==> config.mk <==
export PLATFORM = sky130hd
export DESIGN_NAME = obuft_bus_arbiter_flat
export DESIGN_NICKNAME = d
export VERILOG_FILES = /design/src/rtl/obuft_bus_arbiter_if.sv /design/src/rtl/obuft_bus_arbiter.sv /design/src/flat_wrapper.sv
export SDC_FILE = /design/constraint.sdc
export NUM_CORES = 1
export LEC_CHECK = 0
export CORE_ASPECT_RATIO = 0.7
export CORE_MARGIN = 3
export CORE_UTILIZATION = 48
export DETAILED_ROUTE_END_ITERATION = 16
export PLACE_DENSITY = 0.8
export SETUP_SLACK_MARGIN = 0.2
export SYNTH_ARGS = -nofsm -noshare
export SYNTH_HDL_FRONTEND = slang
export SYNTH_SLANG_ARGS = --single-unit
==> constraint.sdc <==
create_clock -name clk -period 2.4 [get_ports clk]
set_input_delay 0.36 -clock clk [delete_from_list [all_inputs] [get_ports clk]]
set_output_delay 0.36 -clock clk [all_outputs]
set_load 0.1 [all_outputs]
==> src/rtl/obuft_bus_arbiter_if.sv <==
// obuft_bus_arbiter_if
//   Bundles the requester-facing and pad-facing signals of the tri-state
//   bus arbiter.
//   req   : per-requester level-sensitive request
//   din   : per-requester data, requester k in din[k] (same bit layout as
//           a flat N*WIDTH vector sliced at k*WIDTH)
//   hiz   : global release, forces high-Z and blocks new grants
//   gnt   : one-hot grant, zero when nobody owns the bus
//   bus_i : data to the pad buffer I pins
//   bus_t : pad buffer T pins, 1 = high-Z
//   busy  : arbiter not idle
//   master modport = requester side, slave modport = arbiter.
interface obuft_bus_arbiter_if #(
    parameter int N     = 4,
    parameter int WIDTH = 8
);
    logic [N-1:0]            req;
    logic [N-1:0][WIDTH-1:0] din;
    logic                    hiz;
    logic [N-1:0]            gnt;
    logic [WIDTH-1:0]        bus_i;
    logic                    bus_t;
    logic                    busy;

    modport master (output req, din, hiz, input  gnt, bus_i, bus_t, busy);
    modport slave  (input  req, din, hiz, output gnt, bus_i, bus_t, busy);
endinterface

==> src/rtl/obuft_bus_arbiter.sv <==
// obuft_bus_arbiter
//   Round-robin owner selection for a shared OBUFT pad bus. Bounds each
//   grant to MAX_BURST driven cycles and inserts TA_CYCLES of high-Z between
//   owners so two pad drivers never overlap. All outputs are registered.
//   clk   : rising-edge clock
//   rst_n : asynchronous active-low reset
//   bus   : slave side of obuft_bus_arbiter_if (req/din/hiz in,
//           gnt/bus_i/bus_t/busy out)
module obuft_bus_arbiter #(
    parameter int N         = 4,
    parameter int WIDTH     = 8,
    parameter int TA_CYCLES = 1,
    parameter int MAX_BURST = 16
) (
    input  logic               clk,
    input  logic               rst_n,
    obuft_bus_arbiter_if.slave bus
);
    localparam int PW = (N > 1) ? $clog2(N) : 1;

    typedef enum logic [1:0] {IDLE, DRIVE, TURN} state_t;

    state_t           state, state_nxt;
    logic [PW-1:0]    ptr, ptr_nxt;
    logic [7:0]       burst_cnt, burst_cnt_nxt;
    logic [2:0]       turn_cnt, turn_cnt_nxt;
    logic [N-1:0]     gnt_q, gnt_nxt;
    logic [WIDTH-1:0] bus_i_q, bus_i_nxt;
    logic             bus_t_q, busy_q;

    logic             win_vld;
    logic [PW-1:0]    win_idx;
    logic [PW-1:0]    cand;

    // First requester strictly after ptr, wrapping. ptr itself is tried
    // last, so an owner cut off by MAX_BURST only wins again when alone.
    always_comb begin
        win_vld = 1'b0;
        win_idx = ptr;
        cand    = '0;
        for (int i = 1; i <= N; i++) begin
            cand = PW'((int'(ptr) + i) % N);
            if (!win_vld && bus.req[cand]) begin
                win_vld = 1'b1;
                win_idx = cand;
            end
        end
    end

    always_comb begin
        state_nxt     = state;
        ptr_nxt       = ptr;
        burst_cnt_nxt = burst_cnt;
        turn_cnt_nxt  = turn_cnt;
        gnt_nxt       = '0;
        bus_i_nxt     = bus_i_q;
        case (state)
            IDLE: begin
                if (!bus.hiz && win_vld) begin
                    state_nxt        = DRIVE;
                    gnt_nxt[win_idx] = 1'b1;
                    ptr_nxt          = win_idx;
                    burst_cnt_nxt    = 8'd1;
                    bus_i_nxt        = bus.din[win_idx];
                end
            end
            DRIVE: begin
                // ptr is the current owner while driving
                if (bus.req[ptr] && !bus.hiz && burst_cnt < 8'(MAX_BURST)) begin
                    gnt_nxt       = gnt_q;
                    burst_cnt_nxt = burst_cnt + 8'd1;
                    bus_i_nxt     = bus.din[ptr];
                end else begin
                    state_nxt     = TURN;
                    burst_cnt_nxt = '0;
                    turn_cnt_nxt  = 3'(TA_CYCLES);
                end
            end
            TURN: begin
                // Loaded with TA_CYCLES on entry; deciding at 1 yields
                // exactly TA_CYCLES high-Z cycles before the next owner.
                if (turn_cnt <= 3'd1) begin
                    turn_cnt_nxt = '0;
                    if (!bus.hiz && win_vld) begin
                        state_nxt        = DRIVE;
                        gnt_nxt[win_idx] = 1'b1;
                        ptr_nxt          = win_idx;
                        burst_cnt_nxt    = 8'd1;
                        bus_i_nxt        = bus.din[win_idx];
                    end else begin
                        state_nxt = IDLE;
                    end
                end else begin
                    turn_cnt_nxt = turn_cnt - 3'd1;
                end
            end
            default: state_nxt = IDLE;
        endcase
    end

    always_ff @(posedge clk or negedge rst_n) begin
        if (!rst_n) begin
            state     <= IDLE;
            ptr       <= PW'(N - 1);
            burst_cnt <= '0;
            turn_cnt  <= '0;
            gnt_q     <= '0;
            bus_i_q   <= '0;
            bus_t_q   <= 1'b1;
            busy_q    <= 1'b0;
        end else begin
            state     <= state_nxt;
            ptr       <= ptr_nxt;
            burst_cnt <= burst_cnt_nxt;
            turn_cnt  <= turn_cnt_nxt;
            gnt_q     <= gnt_nxt;
            bus_i_q   <= bus_i_nxt;
            // derived from the same next value so T can never disagree with GNT
            bus_t_q   <= ~|gnt_nxt;
            busy_q    <= (state_nxt != IDLE);
        end
    end

    assign bus.gnt   = gnt_q;
    assign bus.bus_i = bus_i_q;
    assign bus.bus_t = bus_t_q;
    assign bus.busy  = busy_q;
endmodule

==> src/flat_wrapper.sv <==
// flat-port wrapper written by rule: the top's interface ports become plain ports
module obuft_bus_arbiter_flat 
#(
    parameter int N         = 4,
    parameter int WIDTH     = 8,
    parameter int TA_CYCLES = 1,
    parameter int MAX_BURST = 16
)
  (clk, rst_n, bus_req, bus_din, bus_hiz, bus_gnt, bus_bus_i, bus_bus_t, bus_busy);
  obuft_bus_arbiter_if #(.N(N), .WIDTH(WIDTH)) bus_i ();
  input  logic clk;
  input  logic rst_n;
  input wire logic [$bits(bus_i.req)-1:0] bus_req;
  input wire logic [$bits(bus_i.din)-1:0] bus_din;
  input wire logic [$bits(bus_i.hiz)-1:0] bus_hiz;
  output wire logic [$bits(bus_i.gnt)-1:0] bus_gnt;
  output wire logic [$bits(bus_i.bus_i)-1:0] bus_bus_i;
  output wire logic [$bits(bus_i.bus_t)-1:0] bus_bus_t;
  output wire logic [$bits(bus_i.busy)-1:0] bus_busy;
  assign bus_i.req = bus_req;
  assign bus_i.din = bus_din;
  assign bus_i.hiz = bus_hiz;
  assign bus_gnt = bus_i.gnt;
  assign bus_bus_i = bus_i.bus_i;
  assign bus_bus_t = bus_i.bus_t;
  assign bus_busy = bus_i.busy;
  obuft_bus_arbiter #(.N(N), .WIDTH(WIDTH), .TA_CYCLES(TA_CYCLES), .MAX_BURST(MAX_BURST)) u_core (.clk(clk), .rst_n(rst_n), .bus(bus_i));
endmodule
==> results.md, run 1 <==
- Cell count after synthesis: 171
- Worst Setup EP: u_core.bus.bus_i[2]$_DFFE_PN0P_
- Layout cells sized above 1: a little under a quarter
- Worst R2R End: u_core.bus.bus_i[2]$_DFFE_PN0P_
- Total Routing Usage GR: 23.8%
- CTS tree: done
- Power after layout: 0.00357 W
- Status: finished clean
- Avg Synthesized Cell Area: between 10 and 15 µm²
- Die area: around 4900 µm²
- Req. time, crit path: 2.57 ns
- Final Wtd Congestion: approximately 0.84
- Routed Antenna Nets: 0
- R2r startpoint: u_core.ptr[1]$_DFFE_PN1P_
- Final WS setup: around 0.31 ns
- Net Switching: about 0.0018 W
- Starting density of the core: 52.6%
- Area Overhead vs Synth: 33.3%
- # IOs: 53
- Count of pins over their slew limit: 0
- Critical path's most frequent cell: mux2i_1
- Register bit total from synthesis: 29
- 1st-iter DRT viols: approximately 120
- Tmin final: ~2.1 ns
- Grt total ovfl: 0
- Final instance area: 2590 µm²
- Peak Freq: between 400 and 500 MHz
- Synth Cell Area: roughly 1900 µm²
- Sw Ratio: between 50% and 60%
- Pint: roughly 0.0017 W
- Unrepaired setup endpoints after global routing: no
- Reg2Reg Depth: 6
- Horiz. Die Dim: around 82 µm
- Final Setup Violations: 0
- Yosys Warn Count: 0
- Post-synth EDFFs: 0
- First-pass GRT wire length: about 8.5 mm
- Vias in the first global route: about 1700
- Slew margin rel.: around 74%
- Worst reg-to-reg setup slack: about 0.31 ns
- Clock transition at path regs: around 0.06 ns
- Pwr Density: between 1000 and 1500 nW/µm²
- CP arrival: 2.26 ns
- Final #Nets: around 280
- Cts hold-fix bufs: 0
- Critical-path cell list: mux2i_1, a221oi_2, buf_6, mux2i_1, o221ai_1, mux2_2
- Share of power burned in registers: 23.5%
- DIE HEIGHT: roughly 59 µm
- Antenna cell count: 0
- Root buf cell: clkbuf_8
- Routed wire length: 5.25 mm
- Worst Setup End Kind: flip-flop
- Drt drc: 0
- Clock skew: ~0.0024 ns
- Wirelength per Cell: 18.5 µm
- Syn nets: 213
- Min Hold Slack: 0.466 ns
- Hold crit path type: input port to async pin
- Distinct cells, synth: 47
- Clock Power Share: 10.9%
- CP startpoint: u_core.ptr[1]$_DFFE_PN1P_
- Fin util: a little over two thirds
- Initial antenna violation count: 0
- Worst slack, placed: -0.00563 ns
- Crit-path slowest cell: dfstp_2
- Max_cap viols: 0
- Max IR drop VDD: around 1 mV
- Drt pass-1 iters: 4
- Logic pwr share: approximately two thirds
- PortBufs: 52
- Async SR Flop Fraction: 100%
- Startpoint Class: flip-flop
- Placed cell areas: between 2000 and 2500 µm²
- Leak pwr: 1.17 nW
- Pin count of the biggest net entering global routing: 30
- # rows: 18
- Slowest stage delay, CP: about 0.63 ns
- Worst-skew pair later-pin latency: between 0.2 and 0.3 ns
- CTS buffer count: 5
- Clock Path Buffers: 2
- CP Max Fanout: 10
- Seq/Total Area, Yosys: approximately 38%
- Core area: about 3700 µm²
- Final worst path period share: between 80% and 90%
- Post-DR vias/cell: roughly 6.1
- Critical path class: flip-flop to flip-flop
- Worst-Margin Slew: around 0.38 ns
- Commonest register cell after synthesis: dfrtp_1
- Maximum level of the CTS H-tree: 2
- Routed via count: 1729
- Hold Fails Final Rpt: 0
- CTS sink count: 29
- HPWL Detailed: approximately 4.0 mm
Yosys cell counts (all sizes together), types with 2 or more instances:
| library cell | count | share of area (%) |
|---|---|---|
| mux4 | 8 | 11 |
| nor2b | 4 | 1.3 |
| nand2b | 3 | 0.97 |
| buf | 8 | 3.9 |
| a21oi | 2 | 0.51 |
| a41oi | 4 | 1.8 |
| and4 | 2 | 0.90 |
| mux2 | 9 | 5.2 |
| nand2 | 19 | 3.8 |
| o221ai | 8 | 3.6 |
| dfstp | 3 | 4.1 |
| o21ai | 7 | 1.8 |
| a32o | 2 | 1.0 |
| inv | 5 | 0.97 |
| o22a | 2 | 0.90 |
| dfrtp | 26 | 33 |
| ha | 3 | 1.9 |
| nor2 | 11 | 2.3 |
| and3 | 2 | 0.64 |
| mux2i | 19 | 9.8 |
| o22ai | 2 | 0.64 |
| o31ai | 4 | 2.3 |
timing repair:
| action | in CTS | in global routing |
|---|---|---|
| endpoints found under the setup margin | 0 | 8 |
| gates resized for setup | 0 | 2 |
| setup buffers | 0 | 4 |
kinds of logic (layout without fill, tap and decap cells):
group | after synthesis | after routing | synth area share [%]
flops | 29 | 29 | 37.5
buf+inv | 14 | 77 | 5.08
fa+ha+maj | 3 | 3 | 1.93
mux | 36 | 36 | 25.8
simple gates | 52 | 52 | 14.2
compound gates | 37 | 37 | 15.5
worst max-delay path, delay by kind of cell (launching register included):
| family | cells | cell delay, ns |
|---|---|---|
| flops | 1 | 0.63 |
| buf+inv | 1 | 0.21 |
| compound gates | 2 | 0.50 |
| mux | 3 | 0.62 |
placed cells by master (no fill, tap or decap), drive strengths merged, types with 3 or more instances in the layout:
cell           synthesis  final
clkdlybuf4s50          0     38
dfrtp                 26     26
buf                    8     26
mux2i                 19     19
nand2                 19     19
nor2                  11     11
mux2                   9      9
mux4                   8      8
o221ai                 8      8
o21ai                  7      7
clkbuf                 1      6
inv                    5      5
nor2b                  4      4
a41oi                  4      4
o31ai                  4      4
ha                     3      3
dfstp                  3      3
nand2b                 3      3
per-stage QoR:
stage / setup TNS, ns / instances
final: 0 / 284
after global routing: 0 / 284
after CTS: 0 / 280
after detailed placement: -0.00563 / 272
after global placement: 0 / 272
after floorplan: 0 / 171
power groups by stage:
| stage | Sequential, W | Combinational [W] | Clock [W] |
|---|---|---|---|
| after global placement | 0.000835 | 0.00220 | 0 |
| after floorplan | 0.00153 | 0.00112 | 0 |
| final | 0.000839 | 0.00234 | 0.000388 |
| after detailed placement | 0.000852 | 0.00226 | 0 |
| after global routing | 0.000866 | 0.00248 | 0.000428 |
| after CTS | 0.000847 | 0.00226 | 0.000403 |
layout make-up:
cell class,count,area (µm²)
Fill cell,276,1100
Tap cell,50,62.6
Multi-Input combinational cell,128,1120
Timing Repair Buffer,64,579
Sequential cell,29,729
Inverter,5,18.8
Clock inverter,2,10.0
Clock buffer,6,72.6
how the worst min path moves through the flow:
stage                                                 end  slack (ns)
after floorplan           u_core.burst_cnt[0]$_DFFE_PN0P_        0.06
after global placement    u_core.burst_cnt[7]$_DFFE_PN0P_        0.48
after detailed placement  u_core.bus.bus_i[2]$_DFFE_PN0P_        0.50
after CTS                     u_core.bus.gnt[2]$_DFF_PN0_        0.47
after global routing      u_core.burst_cnt[1]$_DFFE_PN0P_        0.48
final                     u_core.bus.bus_i[0]$_DFFE_PN0P_        0.47
layer usage:
metal / share of wire [%] / vias up / track usage [%]
met4: 1.9 / 0 / 7.35
met1: 42 / 853 / 30.7
li1: - / 788 / -
met2: 49 / 75 / 38.8
met3: 7.2 / 13 / 6.84
met5: 0 / - / 0
registers in the layout (all words and copies together) (netlist names):
name / flops
u_core.bus.busy: 1
u_core.bus.gnt: 4
u_core.burst_cnt: 8
u_core.state: 2
u_core.bus.bus_i: 8
u_core.ptr: 2
u_core.bus.bus_t: 1
u_core.turn_cnt: 3
(Power assumes the default switching activity.)
==> run 2: changes to the inputs <==
--- a/config.mk
+++ b/config.mk
@@ -14,3 +14,4 @@
 export SYNTH_ARGS = -nofsm -noshare
 export SYNTH_HDL_FRONTEND = slang
 export SYNTH_SLANG_ARGS = --single-unit
+export TNS_END_PERCENT = 1
==> results of run 2 <==
Final layout, timing and power as in run 1 (identical DEF).
==> run 3: changes to the inputs <==
--- a/config.mk
+++ b/config.mk
@@ -7,9 +7,9 @@
 export LEC_CHECK = 0
 export CORE_ASPECT_RATIO = 0.7
 export CORE_MARGIN = 3
-export CORE_UTILIZATION = 48
+export CORE_UTILIZATION = 50
 export DETAILED_ROUTE_END_ITERATION = 16
-export PLACE_DENSITY = 0.8
+export PLACE_DENSITY = 0.82
 export SETUP_SLACK_MARGIN = 0.2
 export SYNTH_ARGS = -nofsm -noshare
 export SYNTH_HDL_FRONTEND = slang
==> constraint.sdc (replaced) <==
create_clock -name clk -period 2.7 [get_ports clk]
set_input_delay 0.405 -clock clk [delete_from_list [all_inputs] [get_ports clk]]
set_output_delay 0.405 -clock clk [all_outputs]
set_load 0.1 [all_outputs]
==> run 3 against run 2 <==
Clock-buffer cell count shrank 1. Global-route usage shrank 0.30 points. Cell count shrank 2.5%. Sequential share of layout area grew 0.34 points. Utilization grew 0.44 points. Combinational power shrank 15%. Non-clock buffer count shrank 7. Fmax shrank 10%. Critical path depth is the same. Design area shrank 1.2%. Flip-flop and latch count is the same. Wire length shrank 5.4%. Critical endpoint is now u_core.bus.bus_i[0]$_DFFE_PN0P_. Largest cell class unchanged.
==> results.md, run 3 (synthesis gave the netlist of run 1 again) <==
- Wirelength per Cell: 17.9 µm (was 18.5 µm)
- Worst Setup EP: u_core.bus.bus_i[0]$_DFFE_PN0P_ (was u_core.bus.bus_i[2]$_DFFE_PN0P_)
- Status: finished clean (unchanged)
- CTS sink count: 29 (unchanged)
- Critical-path cell list: mux2i_1, a221oi_4, buf_12, mux2i_1, o221ai_1, mux2_2 (was mux2i_1, a221oi_2, buf_6, mux2i_1, o221ai_1, mux2_2)
- Most common cell after layout, fill and taps aside: clkdlybuf4s50_1 (unchanged)
- Starting density of the core: 53.6% (was 52.6%)
- Total Routing Usage GR: 23.5% (was 23.8%)
- HPWL Detailed: 3.70 mm (was 3.97 mm)
- Crit-path slowest cell: dfstp_2 (unchanged)
- Final Setup Violations: 0 (unchanged)
- Non-filler cells, final: 277 (was 284)
- Post-DR vias/cell: 5.94 (was 6.09)
- Final WS setup: 0.369 ns (was 0.313 ns)
- Number of fillers in the final layout: 265 (was 276)
- CTS tree: done (unchanged)
- CP arrival: 2.50 ns (was 2.26 ns)
- Req. time, crit path: 2.87 ns (was 2.57 ns)
- Worst-skew pair later-pin latency: 0.29 ns (was 0.28 ns)
- Initial antenna violation count: 0 (unchanged)
- Peak Freq: 429 MHz (was 479 MHz)
- Clock skew: 0.0103 ns (was 0.00241 ns)
- Routed via count: 1644 (was 1729)
- Root buf cell: clkbuf_8 (unchanged)
- Grt total ovfl: 0 (unchanged)
- Leak pwr: 1.14 nW (was 1.17 nW)
- DIE HEIGHT: 58.2 µm (was 59.3 µm)
- Post-CTS setup buffer count: 0 (unchanged)
- Drt drc: 0 (unchanged)
- Max_cap viols: 0 (unchanged)
- Final Wtd Congestion: 0.843 (was 0.837)
- Cts hold-fix bufs: 0 (unchanged)
- Hold Fails Final Rpt: 0 (unchanged)
- CTS buffer count: 5 (unchanged)
- Pwr Density: 1230 nW/µm² (was 1380 nW/µm²)
- Setup TNS: 0 ns (unchanged)
- Worst Setup End Kind: flip-flop (unchanged)
- Final #Nets: 268 (was 275)
- Vias in the first global route: 1682 (was 1725)
- # rows: 18 (unchanged)
- Post-cts resize count: 0 (unchanged)
- Routed Antenna Nets: 0 (unchanged)
- Unrepaired setup endpoints after global routing: no (unchanged)
- Hold crit path type: input port to async pin (unchanged)
- Dpl cells: 269 (was 272)
- PortBufs: 52 (unchanged)
- Die area: 4690 µm² (was 4860 µm²)
- First-pass GRT wire length: 8.35 mm (was 8.49 mm)
- Worst reg-to-reg setup slack: 0.37 ns (was 0.31 ns)
- CP Max Fanout: 20 (was 10)
- Slowest stage delay, CP: 0.78 ns (was 0.63 ns)
- Register area: 729 µm² (unchanged)
- Pin count of the biggest net entering global routing: 30 (unchanged)
- Reg2Reg Depth: 6 (unchanged)
- Routed wire length: 4.97 mm (was 5.25 mm)
- Core area: 3630 µm² (was 3690 µm²)
- Antenna cell count: 0 (unchanged)
- CP startpoint: u_core.ptr[1]$_DFFE_PN1P_ (unchanged)
- Layout cells sized above 1: 21.6% (was 23.9%)
- Worst-Margin Slew: 0.397 ns (was 0.383 ns)
- Final worst path period share: 86.3% (was 86.9%)
- Critical path class: flip-flop to flip-flop (unchanged)
- Count of pins over their slew limit: 0 (unchanged)
- Tmin final: 2.33 ns (was 2.09 ns)
- Most frequent cells in the layout: clkdlybuf4s50_1, dfrtp_1, mux2i_1 (was clkdlybuf4s50_1, dfrtp_1, buf_4)
- Worst R2R End: u_core.bus.bus_i[0]$_DFFE_PN0P_ (was u_core.bus.bus_i[2]$_DFFE_PN0P_)
- Power after layout: 0.00314 W (was 0.00357 W)
- R2r startpoint: u_core.ptr[1]$_DFFE_PN1P_ (unchanged)
- Worst slack, placed: 0.221 ns (was -0.00563 ns)
- Fin util: 70.6% (was 70.2%)
- Clock Path Buffers: 2 (unchanged)
- Multi-input gate area: 1130 µm² (was 1120 µm²)
- # IOs: 53 (unchanged)
- Max IR drop VDD: 1.11 mV (was 0.997 mV)
- Area Overhead vs Synth: 31.7% (was 33.3%)
- Slew margin rel.: 73.5% (was 74.5%)
- Critical path's most frequent cell: mux2i_1 (unchanged)
- Drt pass-1 iters: 4 (unchanged)
- Startpoint Class: flip-flop (unchanged)
- Clock transition at path regs: 0.07 ns (was 0.06 ns)
- Horiz. Die Dim: 80.5 µm (was 82.1 µm)
- 1st-iter DRT viols: 94 (was 115)
- Maximum level of the CTS H-tree: 2 (unchanged)
run 3: cell count changes in the layout (fill, tap and decap cells not counted):
cell,delta
buf_6,-1
a221oi_2,-1
buf_4,-7
clkinvlp_4,+1
nand2b_2,-1
buf_12,+1
nand2b_1,+1
clkbuf_1,-1
a221oi_4,+1
run 3: report_power, final:
group,switching (W),total [W],leakage (nW),internal [W]
Sequential,0.000191,0.000801,0.367,0.000610
Combinational,0.00125,0.00198,0.730,0.000724
Clock,0.000181,0.000359,0.0439,0.000178
Total,0.00162,0.00314,1.14,0.00151
run 3: worst min-delay path by stage:
stage | start | to | slack, ns
6_report | rst_n | u_core.bus.gnt[0]$_DFF_PN0_ | 0.51
5_1_grt | rst_n | u_core.bus.gnt[2]$_DFF_PN0_ | 0.54
4_1_cts | rst_n | u_core.turn_cnt[0]$_DFFE_PN0P_ | 0.52
3_5_place_dp | u_core.bus.bus_i[2]$_DFFE_PN0P_ | u_core.bus.bus_i[2]$_DFFE_PN0P_ | 0.50
3_3_place_gp | u_core.bus.gnt[2]$_DFF_PN0_ | u_core.bus.gnt[2]$_DFF_PN0_ | 0.49
2_1_floorplan | rst_n | u_core.burst_cnt[0]$_DFFE_PN0P_ | 0.11
run 3: cell type report:
class | count | area share (%)
clock inverters | 3 | 0.684
repair buffers | 57 | 20.9
well taps | 50 | 2.44
flip-flops and latches | 29 | 28.5
inverters | 5 | 0.733
multi-input cells | 128 | 44.0
clock buffers | 5 | 2.69
run 3: stage by stage:
step | hold WS [ns] | cell area (µm²)
4_1_cts | 0.521 | 2560
5_1_grt | 0.536 | 2560
6_report | 0.507 | 2560
3_5_place_dp | 0.498 | 2470
2_1_floorplan | 0.109 | 1940
3_3_place_gp | 0.487 | 2470
run 3: metal layers:
metal	track usage [%]	vias to the layer above	wire, µm
met2	38.0	52	2320
met5	0	-	0
met3	6.21	8	262
li1	-	768	-
met4	5.78	0	60
met1	31.8	816	2320
run 3: critical path, delay by kind of cell, from the launching register on:
family,cells,cell delay [ns]
compound gates,2,0.50
buf+inv,1,0.22
flops,1,0.78
mux,3,0.71
